--- src/rtl/avs_uart_tx.sv ---
// Avalon-MM UART transmitter: 4-register slave, byte FIFO, 8N1/8P1/8N2/8P2 framing, TX-empty irq.
// Latency: every bus access takes 2 cycles; a push reaches the FIFO 1 cycle after accept, tx falls 2 cycles after accept.
// Backpressure: waitrequest stalls each command for one cycle; pushes into a full FIFO are dropped and flagged in OVF.

// Generic synchronous FIFO with flush; a full FIFO still accepts a write when a read happens in the same cycle.
module uart_fifo #(
  parameter int W     = 8,
  parameter int DEPTH = 16
) (
  input  logic                     clk,
  input  logic                     reset,
  input  logic                     flush,
  input  logic                     wr_vld,
  input  logic [W-1:0]             wr_dat,
  output logic                     wr_rdy,
  output logic                     rd_vld,
  output logic [W-1:0]             rd_dat,
  input  logic                     rd_rdy,
  output logic [$clog2(DEPTH):0]   level
);
  localparam int AW = $clog2(DEPTH);
  localparam int CW = AW + 1;

  logic [W-1:0]  mem [DEPTH];
  logic [AW-1:0] wr_ptr;
  logic [AW-1:0] rd_ptr;
  logic [CW-1:0] cnt;
  logic          full;
  logic          do_push;
  logic          do_pop;

  assign full    = (cnt == CW'(DEPTH));
  assign rd_vld  = (cnt != '0);
  assign do_pop  = rd_rdy & rd_vld;
  assign wr_rdy  = ~full | do_pop;
  assign do_push = wr_vld & wr_rdy;
  assign rd_dat  = mem[rd_ptr];
  assign level   = cnt;

  // Storage array; contents need no reset because the pointers define validity.
  always_ff @(posedge clk) begin
    if (do_push) mem[wr_ptr] <= wr_dat;
  end

  // Pointer and occupancy bookkeeping; flush discards everything at once.
  always_ff @(posedge clk) begin
    if (reset || flush) begin
      wr_ptr <= '0;
      rd_ptr <= '0;
      cnt    <= '0;
    end else begin
      if (do_push) wr_ptr <= wr_ptr + 1'b1;
      if (do_pop)  rd_ptr <= rd_ptr + 1'b1;
      case ({do_push, do_pop})
        2'b10:   cnt <= cnt + 1'b1;
        2'b01:   cnt <= cnt - 1'b1;
        default: cnt <= cnt;
      endcase
    end
  end
endmodule

module avs_uart_tx #(
  parameter int          FIFO_DEPTH  = 16,
  parameter logic [15:0] DEFAULT_DIV = 16'd433
) (
  input  logic        clk,
  input  logic        reset,
  input  logic [1:0]  avs_s0_address,
  input  logic        avs_s0_read,
  input  logic        avs_s0_write,
  input  logic [31:0] avs_s0_writedata,
  output logic [31:0] avs_s0_readdata,
  output logic        avs_s0_waitrequest,
  output logic        avs_s0_irq,
  output logic        avs_s0_export_tx
);
  localparam int LW = $clog2(FIFO_DEPTH) + 1;

  localparam logic [1:0] ADDR_TXDATA  = 2'd0;
  localparam logic [1:0] ADDR_CONTROL = 2'd1;
  localparam logic [1:0] ADDR_STATUS  = 2'd2;
  localparam logic [1:0] ADDR_CLKDIV  = 2'd3;

  typedef enum logic [2:0] {
    ST_IDLE,
    ST_START,
    ST_DATA,
    ST_PARITY,
    ST_STOP
  } tx_state_t;

  // Bus handshake and register file
  logic        ack;
  logic        cmd;
  logic        wr_acc;
  logic [31:0] readdata_q;
  logic [31:0] rd_mux;
  logic        ctrl_tx_en;
  logic        ctrl_irq_en;
  logic        ctrl_par_en;
  logic        ctrl_par_odd;
  logic        ctrl_stop2;
  logic [15:0] clk_div_q;
  logic        ovf;

  // FIFO hookup
  logic          push_req;
  logic          flush;
  logic          fifo_wr_rdy;
  logic          fifo_rd_vld;
  logic [7:0]    fifo_rd_dat;
  logic [LW-1:0] fifo_level;
  logic [8:0]    level9;
  logic          fifo_full;
  logic          fifo_empty;

  // Transmitter
  tx_state_t   state;
  tx_state_t   state_nxt;
  logic        pop;
  logic        tx_nxt;
  logic        bit_end;
  logic        busy;
  logic [15:0] baud_cnt;
  logic [15:0] lat_div;
  logic        lat_par_en;
  logic        lat_stop2;
  logic        par_bit;
  logic [7:0]  shreg;
  logic [2:0]  bit_idx;
  logic        stop_second;
  logic        tx_q;

  logic        unused_bits;

  assign cmd    = avs_s0_read | avs_s0_write;
  assign wr_acc = avs_s0_write & ack;

  assign avs_s0_waitrequest = cmd & ~ack;
  assign avs_s0_readdata    = readdata_q;
  assign avs_s0_export_tx   = tx_q;

  assign push_req = wr_acc && (avs_s0_address == ADDR_TXDATA);
  assign flush    = wr_acc && (avs_s0_address == ADDR_CONTROL) && avs_s0_writedata[2];

  assign level9     = 9'(fifo_level);
  assign fifo_full  = (fifo_level == LW'(FIFO_DEPTH));
  assign fifo_empty = ~fifo_rd_vld;
  assign busy       = (state != ST_IDLE);

  assign avs_s0_irq = ctrl_irq_en & fifo_empty & ~busy;

  assign unused_bits = ^{avs_s0_writedata[31:16], level9[8]};

  uart_fifo #(
    .W     (8),
    .DEPTH (FIFO_DEPTH)
  ) u_fifo (
    .clk    (clk),
    .reset  (reset),
    .flush  (flush),
    .wr_vld (push_req),
    .wr_dat (avs_s0_writedata[7:0]),
    .wr_rdy (fifo_wr_rdy),
    .rd_vld (fifo_rd_vld),
    .rd_dat (fifo_rd_dat),
    .rd_rdy (pop),
    .level  (fifo_level)
  );

  // Read-data source for the addressed register.
  always_comb begin
    rd_mux = 32'd0;
    case (avs_s0_address)
      ADDR_CONTROL: rd_mux = {26'd0, ctrl_stop2, ctrl_par_odd, ctrl_par_en, 1'b0, ctrl_irq_en, ctrl_tx_en};
      ADDR_STATUS:  rd_mux = {16'd0, level9[7:0], 4'd0, ovf, busy, fifo_full, fifo_empty};
      ADDR_CLKDIV:  rd_mux = {16'd0, clk_div_q};
      default:      rd_mux = 32'd0;
    endcase
  end

  // Ack pulse gives each command one wait cycle; readdata is captured in the wait cycle so it is valid on accept.
  always_ff @(posedge clk) begin
    if (reset) begin
      ack        <= 1'b0;
      readdata_q <= 32'd0;
    end else begin
      ack <= cmd & ~ack;
      if (avs_s0_read && !ack) readdata_q <= avs_s0_write ? 32'd0 : rd_mux;
    end
  end

  // Writable registers commit on the accept cycle; OVF is sticky until cleared through STATUS.
  always_ff @(posedge clk) begin
    if (reset) begin
      ctrl_tx_en   <= 1'b0;
      ctrl_irq_en  <= 1'b0;
      ctrl_par_en  <= 1'b0;
      ctrl_par_odd <= 1'b0;
      ctrl_stop2   <= 1'b0;
      clk_div_q    <= DEFAULT_DIV;
      ovf          <= 1'b0;
    end else begin
      if (wr_acc && avs_s0_address == ADDR_CONTROL) begin
        ctrl_tx_en   <= avs_s0_writedata[0];
        ctrl_irq_en  <= avs_s0_writedata[1];
        ctrl_par_en  <= avs_s0_writedata[3];
        ctrl_par_odd <= avs_s0_writedata[4];
        ctrl_stop2   <= avs_s0_writedata[5];
      end
      if (wr_acc && avs_s0_address == ADDR_CLKDIV) clk_div_q <= avs_s0_writedata[15:0];
      if (push_req && !fifo_wr_rdy) begin
        ovf <= 1'b1;
      end else if (wr_acc && avs_s0_address == ADDR_STATUS && avs_s0_writedata[3]) begin
        ovf <= 1'b0;
      end
    end
  end

  // Transmitter state register.
  always_ff @(posedge clk) begin
    if (reset) state <= ST_IDLE;
    else       state <= state_nxt;
  end

  // Next-state, pop request and the line level belonging to the current state.
  always_comb begin
    state_nxt = state;
    pop       = 1'b0;
    tx_nxt    = 1'b1;
    bit_end   = (baud_cnt == 16'd0);
    case (state)
      ST_IDLE: begin
        if (ctrl_tx_en && fifo_rd_vld) begin
          pop       = 1'b1;
          state_nxt = ST_START;
        end
      end
      ST_START: begin
        tx_nxt = 1'b0;
        if (bit_end) state_nxt = ST_DATA;
      end
      ST_DATA: begin
        tx_nxt = shreg[0];
        if (bit_end && bit_idx == 3'd7) state_nxt = lat_par_en ? ST_PARITY : ST_STOP;
      end
      ST_PARITY: begin
        tx_nxt = par_bit;
        if (bit_end) state_nxt = ST_STOP;
      end
      ST_STOP: begin
        tx_nxt = 1'b1;
        if (bit_end && (!lat_stop2 || stop_second)) begin
          // Chain straight into the next frame so there is no idle gap.
          if (ctrl_tx_en && fifo_rd_vld) begin
            pop       = 1'b1;
            state_nxt = ST_START;
          end else begin
            state_nxt = ST_IDLE;
          end
        end
      end
      default: state_nxt = ST_IDLE;
    endcase
  end

  // Frame datapath: per-frame config latch, baud countdown, data shifter and registered line output.
  always_ff @(posedge clk) begin
    if (reset) begin
      baud_cnt    <= 16'd0;
      lat_div     <= 16'd0;
      lat_par_en  <= 1'b0;
      lat_stop2   <= 1'b0;
      par_bit     <= 1'b0;
      shreg       <= 8'd0;
      bit_idx     <= 3'd0;
      stop_second <= 1'b0;
      tx_q        <= 1'b1;
    end else begin
      tx_q <= tx_nxt;
      if (pop) begin
        shreg       <= fifo_rd_dat;
        par_bit     <= (^fifo_rd_dat) ^ ctrl_par_odd;
        lat_par_en  <= ctrl_par_en;
        lat_stop2   <= ctrl_stop2;
        lat_div     <= clk_div_q;
        baud_cnt    <= clk_div_q;
        bit_idx     <= 3'd0;
        stop_second <= 1'b0;
      end else if (state != ST_IDLE) begin
        if (bit_end) begin
          baud_cnt <= lat_div;
          if (state == ST_DATA) begin
            shreg   <= {1'b0, shreg[7:1]};
            bit_idx <= bit_idx + 3'd1;
          end
          if (state == ST_STOP) stop_second <= ~stop_second;
        end else begin
          baud_cnt <= baud_cnt - 16'd1;
        end
      end
    end
  end
endmodule

--- config.mk ---
export PLATFORM = sky130hd
export DESIGN_NAME = avs_uart_tx
export DESIGN_NICKNAME = d
export VERILOG_FILES = /design/src/rtl/avs_uart_tx.sv
export SDC_FILE = /design/constraint.sdc
export NUM_CORES = 1
export LEC_CHECK = 0
export ABC_CLOCK_PERIOD_IN_PS = 5200
export BUFFER_PORTS_ARGS = -buffer_cell sky130_fd_sc_hd__buf_2
export CORE_ASPECT_RATIO = 0.6
export CORE_MARGIN = 8
export CORE_UTILIZATION = 46
export DETAILED_ROUTE_END_ITERATION = 16
export HOLD_SLACK_MARGIN = 0.03
export PLACE_DENSITY_LB_ADDON = 0.1
export RECOVER_POWER = 25
export SYNTH_ARGS = -nofsm -noshare
export SYNTH_HDL_FRONTEND = slang
export SYNTH_SLANG_ARGS = --single-unit
--- constraint.sdc ---
create_clock -name clk -period 5.2 [get_ports clk]
set_clock_uncertainty 0.1 [all_clocks]
set_input_delay 0.26 -clock clk [delete_from_list [all_inputs] [get_ports clk]]
set_output_delay 0.26 -clock clk [all_outputs]
set_load 0.03 [all_outputs]
==> run_results.csv, run 1 <==
group,metric,value,unit
run_status,status,"finished clean",
die,die_w,207,µm
cts,cts-htree-levels,1,
synth,seq_area_frac_synth,0.593,
detailed_routing,ant_nets,0,
setup_path,path_buf_inv,2,
detailed_routing,dr_total_vias,6537,
hold_path,hold_class,"in -> reg",
synth,syn_area,10100,µm²
place,io_buffers,40,
global_route,grtUsageTotal,0.176,
final_layout,diodes,0,
setup_path,crit_top_cell,"nand2_1",
setup_path,path_cells,"inv_1, ha_1, or4b_1, or3_1, o31ai_4, nand2_1, buf_4, a21oi_2, nand2_1, nor2_1",
setup_path,critPathSlowestCell,"nor2_1",
setup_path,cp-end-kind,"flop",
synth,synth-edff-count,128,
final_layout,area_growth,11.3,%
detailed_routing,drtIter0Drc,595,
sta,worst_hold_slack,0.0969,ns
synth,async_flop_share,0,
synth,yosys_warnings,0,
cts,root_buffer,"clkbuf_16",
global_route,grt_pass1_vias,6238,
detailed_routing,firstDrtPassIters,5,
die,die_y,131,µm
cts,clock_latency,0.50,ns
power,leakagePower,3.88,nW
power,power_density,407,nW/µm²
die,row_count,42,
cts,clock-sinks,235,
sta,hold_violations,0,
cts,cts_buffer_depth,3,
setup_path,cp.required,5.22,ns
global_route,grt_overflow_total,0,
setup_path,path_depth,10,
place,placed_cells,1104,
synth,ys_ff_latch,235,
cts,clkTransAtPathRegs,0.06,ns
place,dp_hpwl,16.4,mm
synth,synth_area_per_cell,12.3,µm²
final_layout,final_cells,1154,
sta,worstMarginPinSlew,0.961,ns
sta,setup_violations,0,
die,initial_utilization,0.464,
sta,fmax,0.238,GHz
setup_path,cp_top_family,"simple AND/OR/NAND/NOR gates",
setup_path,critPathKind,"reg -> reg",
setup_path,crit_fanout,50,
synth,ys.flop_type,"edfxtp_1",
setup_path,reg2reg_depth,10,
setup_path,max_stage_delay,0.70,ns
synth,synth_cell_types,59,
final_layout,mostFrequentLayoutCell,"edfxtp_1",
sta,final.period_utilization,0.807,
global_route,antenna_found_initial,0,
global_route,grt_max_degree,66,
hold_path,min_path_cells,3,
cts,tritoncts,"built",
final_layout,fin_util,0.516,
sta,rsz0062_at_grt,"false",
setup_path,cp.arrival,4.22,ns
detailed_routing,routedWlPerCell,20.9,µm
die,ios,73,
place,place_congestion,0.839,
detailed_routing,drc_errors,0,
setup_path,startpoint_type,"flop",
sta,tns,0,ns
detailed_routing,viasPerCell,5.66,
power,total_power,4.57,mW
sta,drv_slew,0,
global_route,grt_pass1_wl,37.1,mm
final_layout,layout-drive-gt1-share,0.164,
detailed_routing,drt-total-wl,24.1,mm
cts,cts_buffers,23,
cts,ctsResizeCount,0,
sta,relSlewSlack,0.359,
final_layout,layout_common_cells,"edfxtp_1 (128), nand2_1 (114), dfxtp_1 (105)",
flow_run,maxCapViolCount,0,
sta,finalCriticalPeriod,4.20,ns
synth,syn_inst,823,
die,core_area,21800,µm²
die,die-area,27100,µm²
power,ir_worst_vdd,0.000280,V
final_layout,final_nets,902,
-- metal layers --
metal	global-route usage	part of all wire
met2	0.242	0.39
met1	0.284	0.53
met3	0.0322	0.065
met4	0.0314	0.013
met5	0	0
-- state kept, by name, indices dropped and copies added (netlist names), 3 cells and up, named ones only --
signal           flops
lat_div             16
u_fifo.level         5
u_fifo.wr_ptr        4
bit_idx              3
u_fifo.rd_ptr        4
clk_div_q           16
state                3
u_fifo.mem         128
avs_s0_readdata     16
baud_cnt            16
shreg                8
-- logic make-up (layout without fill, tap and decap cells) --
family | after synthesis | in the layout | share of synthesized area
AND/OR/NAND/NOR | 285 | 285 | 0.126
flip-flops | 235 | 235 | 0.593
AO/OA/AOI/OAI | 125 | 125 | 0.0935
buffers and inverters | 79 | 109 | 0.0397
multiplexers | 60 | 60 | 0.105
XOR/XNOR | 26 | 26 | 0.0267
adder cells (fa/ha/maj) | 12 | 12 | 0.0156
other | 1 | 16 | 0.000372
-- report_power, final --
part           internal [mW]  switching, mW  total, mW
registers               1.99         0.0452       2.04
clock network          0.953          0.684       1.64
logic                  0.325          0.569      0.894
-- Yosys cell counts, types with 2 or more instances --
master	n	area (µm²)
buf_1	4	15.0
nand2b_1	4	25.0
mux2_2	7	78.8
nor4_1	4	25.0
or3_1	7	43.8
dfxtp_1	107	2140
a21o_1	3	22.5
o21ai_0	7	35.0
a211oi_1	9	67.6
nand4_1	3	18.8
mux4_2	36	811
clkbuf_1	39	146
a221oi_1	2	17.5
or4_1	2	15.0
a22oi_1	18	135
nor2_1	89	334
o211ai_1	15	113
ha_1	11	138
buf_2	5	25.0
nor3_1	20	100
o21ai_2	2	17.5
xnor3_1	3	67.6
buf_4	16	120
mux2i_1	17	170
edfxtp_1	128	3840
nor2b_1	6	37.5
nand3_1	16	80.1
o31ai_1	2	15.0
nand2_1	114	428
nand3b_1	6	45.0
and3_1	5	31.3
and2_1	2	12.5
xor2_1	11	96.3
a21oi_1	43	215
inv_1	10	37.5
a311oi_2	12	180
xnor2_1	12	105
buf_6	5	56.3
-- worst paths after layout --
path / start / end / slack [ns]
hold reg to reg: lat_div[1]$_SDFFE_PP0P_ / lat_div[1]$_SDFFE_PP0P_ / 0.35
hold / removal: avs_s0_write / ack$_SDFF_PP0_ / 0.1
setup / recovery: baud_cnt[1]$_SDFFE_PP0P_ / u_fifo.mem[12][4]$_DFFE_PP_ / 1.00
setup reg to reg: baud_cnt[1]$_SDFFE_PP0P_ / u_fifo.mem[12][4]$_DFFE_PP_ / 1.00
-- timing repair --
action                                 CTS  global route
hold buffers                             9             0
endpoints found under the hold margin    9             0
setup buffers                            0             0
-- tightest hold or removal path, cell delays in order --
cell	delay (ns)
buf_2	0.17
nor2_1	0.16
nor3_1	0.06
-- per-stage QoR --
step,area [µm²],worst slack (ns)
4_1_cts,11200,1.01
2_1_floorplan,10100,1.74
3_3_place_gp,10400,1.13
3_5_place_dp,10400,1.03
6_report,11200,1.00
5_1_grt,11200,0.760
-- layout make-up --
| class | instances | area [µm²] |
|---|---|---|
| multi-input combinational | 524 | 3760 |
| fill | 1872 | 10500 |
| clock buffer | 30 | 632 |
| tap | 286 | 358 |
| inverter | 10 | 37.5 |
| clock inverter | 11 | 105 |
| timing repair buffer | 58 | 350 |
| sequential | 235 | 5990 |
Note: power is estimated with default switching activity, not from simulation.
==> run 2, diff against run 1 <==
--- a/config.mk
+++ b/config.mk
@@ -5,7 +5,7 @@
 export SDC_FILE = /design/constraint.sdc
 export NUM_CORES = 1
 export LEC_CHECK = 0
-export ABC_CLOCK_PERIOD_IN_PS = 5200
+export ABC_CLOCK_PERIOD_IN_PS = 4200
 export BUFFER_PORTS_ARGS = -buffer_cell sky130_fd_sc_hd__buf_2
 export CORE_ASPECT_RATIO = 0.6
 export CORE_MARGIN = 8
==> constraint.sdc (replaced) <==
create_clock -name clk -period 4.2 [get_ports clk]
set_clock_uncertainty 0.1 [all_clocks]
set_input_delay 0.21 -clock clk [delete_from_list [all_inputs] [get_ports clk]]
set_output_delay 0.21 -clock clk [all_outputs]
set_load 0.03 [all_outputs]
==> run 2 against run 1 <==
- sequential cell count stayed put
- non-clock buffer count up 15
- sequential share of layout area is 0.48 points lower
- first-iteration DRC count up 9.9%
- combinational power increased by 24%
- clock power increased by 20%
- wire length fell by 0.13%
- critical path depth is 4 higher
==> run_results.csv, run 2 (synthesis gave the netlist of run 1 again) <==
group,metric,value,unit
place,place_congestion,0.813,
setup_path,critPathSlowestCell,"or4b_1",
sta,final.period_utilization,0.916,
die,row_count,42,
detailed_routing,ant_nets,0,
sta,fmax,0.260,GHz
final_layout,layout-drive-gt1-share,0.176,
setup_path,cp_top_family,"simple AND/OR/NAND/NOR gates",
global_route,antenna_found_initial,0,
global_route,grt_pass1_vias,6378,
die,initial_utilization,0.464,
sta,setup_violations,0,
sta,rsz0062_at_grt,"false",
setup_path,path_buf_inv,2,
detailed_routing,routedWlPerCell,20.6,µm
cts,clkTransAtPathRegs,0.06,ns
setup_path,crit_fanout,8,
place,dp_slack,0.420,ns
die,die_w,207,µm
final_layout,area_growth,12.3,%
sta,relSlewSlack,0.360,
cts,tritoncts,"built",
die,die_y,131,µm
flow_run,maxCapViolCount,0,
global_route,grt_max_degree,50,
setup_path,path_cells,"inv_1, ha_1, or4b_1, or3_1, o31ai_4, nand3_1, inv_1, ha_1, a21o_1, a21oi_1, nand4_1, o31ai_1, xnor2_1, nor2_1",
global_route,grtUsageTotal,0.176,
cts,cts_buffers,23,
detailed_routing,drtIter0Drc,654,
sta,hold_violations,0,
setup_path,cp.arrival,4.12,ns
detailed_routing,viasPerCell,5.64,
cts,root_buffer,"clkbuf_16",
cts,clock_latency,0.50,ns
final_layout,largest_reg_flops,128,
die,core_area,21800,µm²
cts,clock-sinks,235,
die,die-area,27100,µm²
final_layout,layout_common_cells,"edfxtp_1 (128), nand2_1 (114), dfxtp_1 (106)",
setup_path,critPathKind,"reg -> reg",
sta,tns,0,ns
hold_path,hold_class,"in -> reg",
setup_path,startpoint_type,"flop",
final_layout,fill_cells,1907,
cts,cts-htree-levels,1,
detailed_routing,drc_errors,0,
setup_path,cp-end-kind,"flop",
setup_path,max_stage_delay,0.59,ns
setup_path,cp.required,4.47,ns
global_route,grt_overflow_total,0,
detailed_routing,drt-total-wl,24.0,mm
final_layout,fin_util,0.521,
cts,ctsResizeCount,0,
power,leakagePower,3.95,nW
place,dp_hpwl,16.3,mm
power,ir_worst_vdd,0.000322,V
cts,cts_buffer_depth,3,
global_route,grt_pass1_wl,37.3,mm
run_status,status,"finished clean",
place,io_buffers,40,
detailed_routing,dr_total_vias,6595,
final_layout,diodes,0,
final_layout,regMostFlops,"u_fifo.mem",
final_layout,final_nets,917,
sta,worstMarginPinSlew,0.960,ns
die,ios,73,
sta,layout_setup_ws,0.351,ns
power,power_density,494,nW/µm²
detailed_routing,firstDrtPassIters,5,
sta,drv_slew,0,
sta,finalCriticalPeriod,3.85,ns
final_layout,mostFrequentLayoutCell,"edfxtp_1",
run 2: power breakdown:
group / internal [mW] / total, mW / switching, mW
clock network: 1.12 / 1.96 / 0.835
registers: 2.46 / 2.52 / 0.0543
logic: 0.405 / 1.11 / 0.707
total: 3.99 / 5.59 / 1.60
run 2: final timing paths:
path	start	to	slack [ns]	cells after the start
worst max-delay path	baud_cnt[0]$_SDFFE_PP0P_	u_fifo.level[4]$_SDFFE_PP0P_	0.35	14
worst min-delay path	avs_s0_writedata[2]	clk_div_q[2]$_SDFFE_PP0P_	0.07	3
worst max register to register	baud_cnt[0]$_SDFFE_PP0P_	u_fifo.level[4]$_SDFFE_PP0P_	0.35	14
worst min register to register	lat_div[1]$_SDFFE_PP0P_	lat_div[1]$_SDFFE_PP0P_	0.35	2
run 2: worst min-delay path: cells and delay by family:
kind | cells | cell delay (ns)
compound gates | 1 | 0.06
buf+inv | 1 | 0.25
simple gates | 1 | 0.11
run 2: metrics by stage:
stage	area [µm²]	cells	power, mW	hold WS, ns
floorplan	10100	838	3.47	0.209
global placement	10500	1118	3.63	0.325
detailed placement	10500	1118	3.66	0.327
CTS	11300	1169	5.62	0.0406
global route	11300	1169	5.84	0.0922
finish	11300	1169	5.59	0.0722
run 2: final cells by class:
class                      count  area (µm²)  area share
clock buffer                  33         644      0.0569
clock inverter                 8        65.1     0.00574
inverter                      10        37.5     0.00331
multi-input combinational    524        3760       0.332
sequential                   235        5990       0.529
tap                          286         358      0.0316
timing repair buffer          73         478      0.0422
run 2: what timing repair did:
| action | CTS | global route |
|---|---|---|
| setup buffers | 0 | 0 |
| endpoints found under the hold margin | 9 | 0 |
| hold buffers | 10 | 0 |
run 2: layer usage:
layer | vias to the layer above | share of wire | global-route usage | routed length [µm]
met5 | - | 0 | 0 | 0
li1 | 3069 | - | - | -
met1 | 3279 | 0.52 | 0.278 | 12400
met4 | 0 | 0.013 | 0.0293 | 308
met3 | 27 | 0.070 | 0.0372 | 1690
met2 | 220 | 0.40 | 0.244 | 9610
==> run 3, diff against run 2 <==
--- a/config.mk
+++ b/config.mk
@@ -16,4 +16,5 @@
 export RECOVER_POWER = 25
 export SYNTH_ARGS = -nofsm -noshare
 export SYNTH_HDL_FRONTEND = slang
+export SYNTH_HIERARCHICAL = 1
 export SYNTH_SLANG_ARGS = --single-unit
==> run 3 against run 2 <==
- synthesized area is 0.43% higher
- final cell count up 2.8%
- via count grew 3.2%
- non-clock buffer count down 3
- combinational power is 29% lower
- setup slack lost 0.10 ns
- first-iteration DRC count decreased by 15%
- total power fell by 8.2%
- core utilization is 0.068 points lower
- sequential share of layout area decreased by 0.058 points
- largest cell class unchanged
- wire length rose by 1.6%
==> run_results.csv, run 3 <==
group,metric,value,unit
run_status,status,"finished clean",
synth,async_flop_share,0,
setup_path,critical_path.startpoint,"baud_cnt[0]$_SDFFE_PP0P_",
final_layout,final_nets,951,
sta,rsz0062_at_grt,"false",
synth,seq_area_frac_synth,0.591,
final_layout,area_growth,11.9,%
final_layout,largest_reg_flops,128,
sta,fmax,0.253,GHz
place,post_dp_cell_area,10600,µm²
place,placed_cells,1150,
die,row_count,42,
die,core_area,21800,µm²
setup_path,startpoint_type,"flop",
detailed_routing,drt-total-wl,24.4,mm
final_layout,diodes,0,
sta,tns,0,ns
global_route,grt_max_degree,56,
global_route,antenna_found_initial,0,
setup_path,cp.arrival,4.26,ns
synth,yosys-top-cells-count,"edfxtp_1 (128), dfxtp_1 (107), nand2_1 (107)",
final_layout,regMostFlops,"u_fifo/mem",
synth,synth_area_leader_cell,"edfxtp_1",
sta,finalCriticalPeriod,3.95,ns
setup_path,regToRegSetupSlack,0.25,ns
detailed_routing,drc_errors,0,
final_layout,layout_common_cells,"edfxtp_1 (128), nand2_1 (107), dfxtp_1 (106)",
global_route,grtUsageTotal,0.178,
die,ios,73,
hold_path,hold_class,"in -> reg",
cts,tritoncts,"built",
final_layout,mostFrequentLayoutCell,"edfxtp_1",
sta,final.period_utilization,0.941,
cts,cts_buffers,23,
sta,hold_violations,0,
setup_path,path_depth,15,
detailed_routing,routedWlPerCell,20.3,µm
place,io_buffers,40,
cts,cts-htree-levels,1,
setup_path,critPathSlowestCell,"or4_1",
setup_path,cp-endpoint,"u_fifo/level[3]$_SDFFE_PP0P_",
detailed_routing,dr_total_vias,6808,
final_layout,fin_util,0.520,
setup_path,reg2reg_depth,15,
synth,synth.top_cell.area_share,0.379,
synth,synth_area_per_cell,11.8,µm²
detailed_routing,viasPerCell,5.66,
sta,relSlewSlack,0.257,
setup_path,path_buf_inv,3,
synth,ys_ff_latch,235,
die,initial_utilization,0.464,
final_layout,final_cells,1202,
synth,synth_cell_types,59,
global_route,grt_overflow_total,0,
sta,worstMarginPinSlew,1.11,ns
cts,clock-sinks,235,
synth,synth-edff-count,128,
setup_path,critPathKind,"reg -> reg",
cts,clkTransAtPathRegs,0.06,ns
setup_path,crit_fanout,8,
cts,clock_latency,0.50,ns
setup_path,cp_top_family,"simple AND/OR/NAND/NOR gates",
synth,yosys_warnings,6,
detailed_routing,drtIter0Drc,558,
detailed_routing,ant_nets,0,
synth,syn_area,10100,µm²
die,die_w,208,µm
power,ir_worst_vdd,0.000273,V
setup_path,cp-end-kind,"flop",
setup_path,cp.required,4.51,ns
die,die-area,27200,µm²
global_route,grt_pass1_vias,6573,
global_route,grt_pass1_wl,38.0,mm
final_layout,layout-drive-gt1-share,0.151,
power,power_density,453,nW/µm²
power,total_power,5.13,mW
synth,syn_inst,861,
sta,drv_slew,0,
flow_run,maxCapViolCount,0,
final_layout,fill_cells,1884,
setup_path,path_cells,"inv_1, ha_1, or4b_1, or4_1, nor2_1, nor2_2, inv_2, nor2b_1, o21ai_2, inv_2, ha_1, a211oi_1, nor2_1, a21o_1, o31ai_2",
synth,yosysMostFrequentCell,"edfxtp_1",
synth,ys.flop_type,"edfxtp_1",
synth,yosys-top-cells-area,"edfxtp_1 (38%), dfxtp_1 (21%), mux4_2 (7.1%)",
die,die_y,131,µm
final_layout,finalInstanceArea,11300,µm²
setup_path,timing.rr.end,"u_fifo/level[3]$_SDFFE_PP0P_",
cts,cts_buffer_depth,3,
place,dp_hpwl,16.9,mm
setup_path,max_stage_delay,0.59,ns
detailed_routing,firstDrtPassIters,5,
power,leakagePower,4.02,nW
setup_path,r2r_start,"baud_cnt[0]$_SDFFE_PP0P_",
place,place_congestion,0.839,
sta,setup_violations,0,
cts,root_buffer,"clkbuf_16",
run 3: cell count changes after synthesis, sizes merged, moves of 4 or more:
| cell | before | now |
|---|---|---|
| and3 | 5 | 1 |
| or4 | 2 | 8 |
| or4b | 1 | 5 |
| nand2 | 114 | 107 |
| mux4 | 36 | 32 |
| a31oi | 0 | 6 |
| a22oi | 18 | 29 |
| inv | 10 | 15 |
| and2 | 3 | 11 |
| a21oi | 44 | 50 |
run 3: worst reg2reg max path, delay by kind of cell (launching register included):
kind	cells	cell delay [ns]
adders and majority gates	2	0.48
and+or+nand+nor	6	1.72
AOI/OAI and AO/OA	4	0.81
DFF	1	0.36
buffers and inverters	3	0.39
run 3: timing repair:
item | 4_1_cts | 5_1_grt
endpoints found under the setup margin | 0 | 2
hold buffers | 12 | 0
hold endpoints to repair | 42 | 0
resized for setup | 0 | 3
buffers inserted | 0 | 0
run 3: cell type report:
class | instances | area, µm² | area share
tap | 286 | 358 | 0.0316
inverter | 15 | 56.3 | 0.00497
multi-input combinational | 556 | 3810 | 0.336
clock inverter | 6 | 27.5 | 0.00243
clock buffer | 34 | 637 | 0.0562
sequential | 235 | 5990 | 0.528
timing repair buffer | 70 | 460 | 0.0406
run 3: kinds of logic after synthesis:
logic type                 Yosys count  share of synthesized area
other                                1                   0.000370
DFF                                235                      0.591
and+or+nand+nor                    295                      0.135
AOI/OAI and AO/OA                  150                     0.0991
xor gates and xnor gates            23                     0.0199
muxes                               60                     0.0998
buffers and inverters               85                     0.0394
adders and majority gates           12                     0.0156
run 3: worst min path at each step:
| stage | from | to | slack [ns] | depth (start not counted) |
|---|---|---|---|---|
| global route | avs_s0_address[1] | ovf$_SDFFE_PP0P_ | 0.06 | 4 |
| detailed placement | avs_s0_writedata[8] | clk_div_q[8]$_SDFFE_PP1P_ | 0.34 | 3 |
| finish | avs_s0_address[1] | ovf$_SDFFE_PP0P_ | 0.07 | 4 |
| global placement | avs_s0_writedata[8] | clk_div_q[8]$_SDFFE_PP1P_ | 0.33 | 3 |
| floorplan | avs_s0_writedata[0] | u_fifo/mem[0][0]$_DFFE_PP_ | 0.21 | 0 |
| CTS | avs_s0_writedata[2] | clk_div_q[2]$_SDFFE_PP0P_ | 0.03 | 3 |
run 3: where the power goes:
group | total [mW] | switching (mW) | internal, mW
combinational | 0.787 | 0.487 | 0.300
sequential | 2.49 | 0.0385 | 2.45
clock | 1.86 | 0.814 | 1.04
run 3: layer usage:
metal | wire, µm | vias to the layer above | GRT usage
met5 | 0 | - | 0
met4 | 359 | 0 | 0.0314
li1 | - | 3219 | -
met3 | 1460 | 31 | 0.0338
met2 | 9880 | 193 | 0.249
met1 | 12700 | 3365 | 0.282
run 3: through the flow:
stage	hold slack (ns)	setup slack, ns
2_1_floorplan	0.209	0.130
3_3_place_gp	0.331	0.277
3_5_place_dp	0.343	0.154
4_1_cts	0.0308	0.139
5_1_grt	0.0618	0.0457
6_report	0.0741	0.247
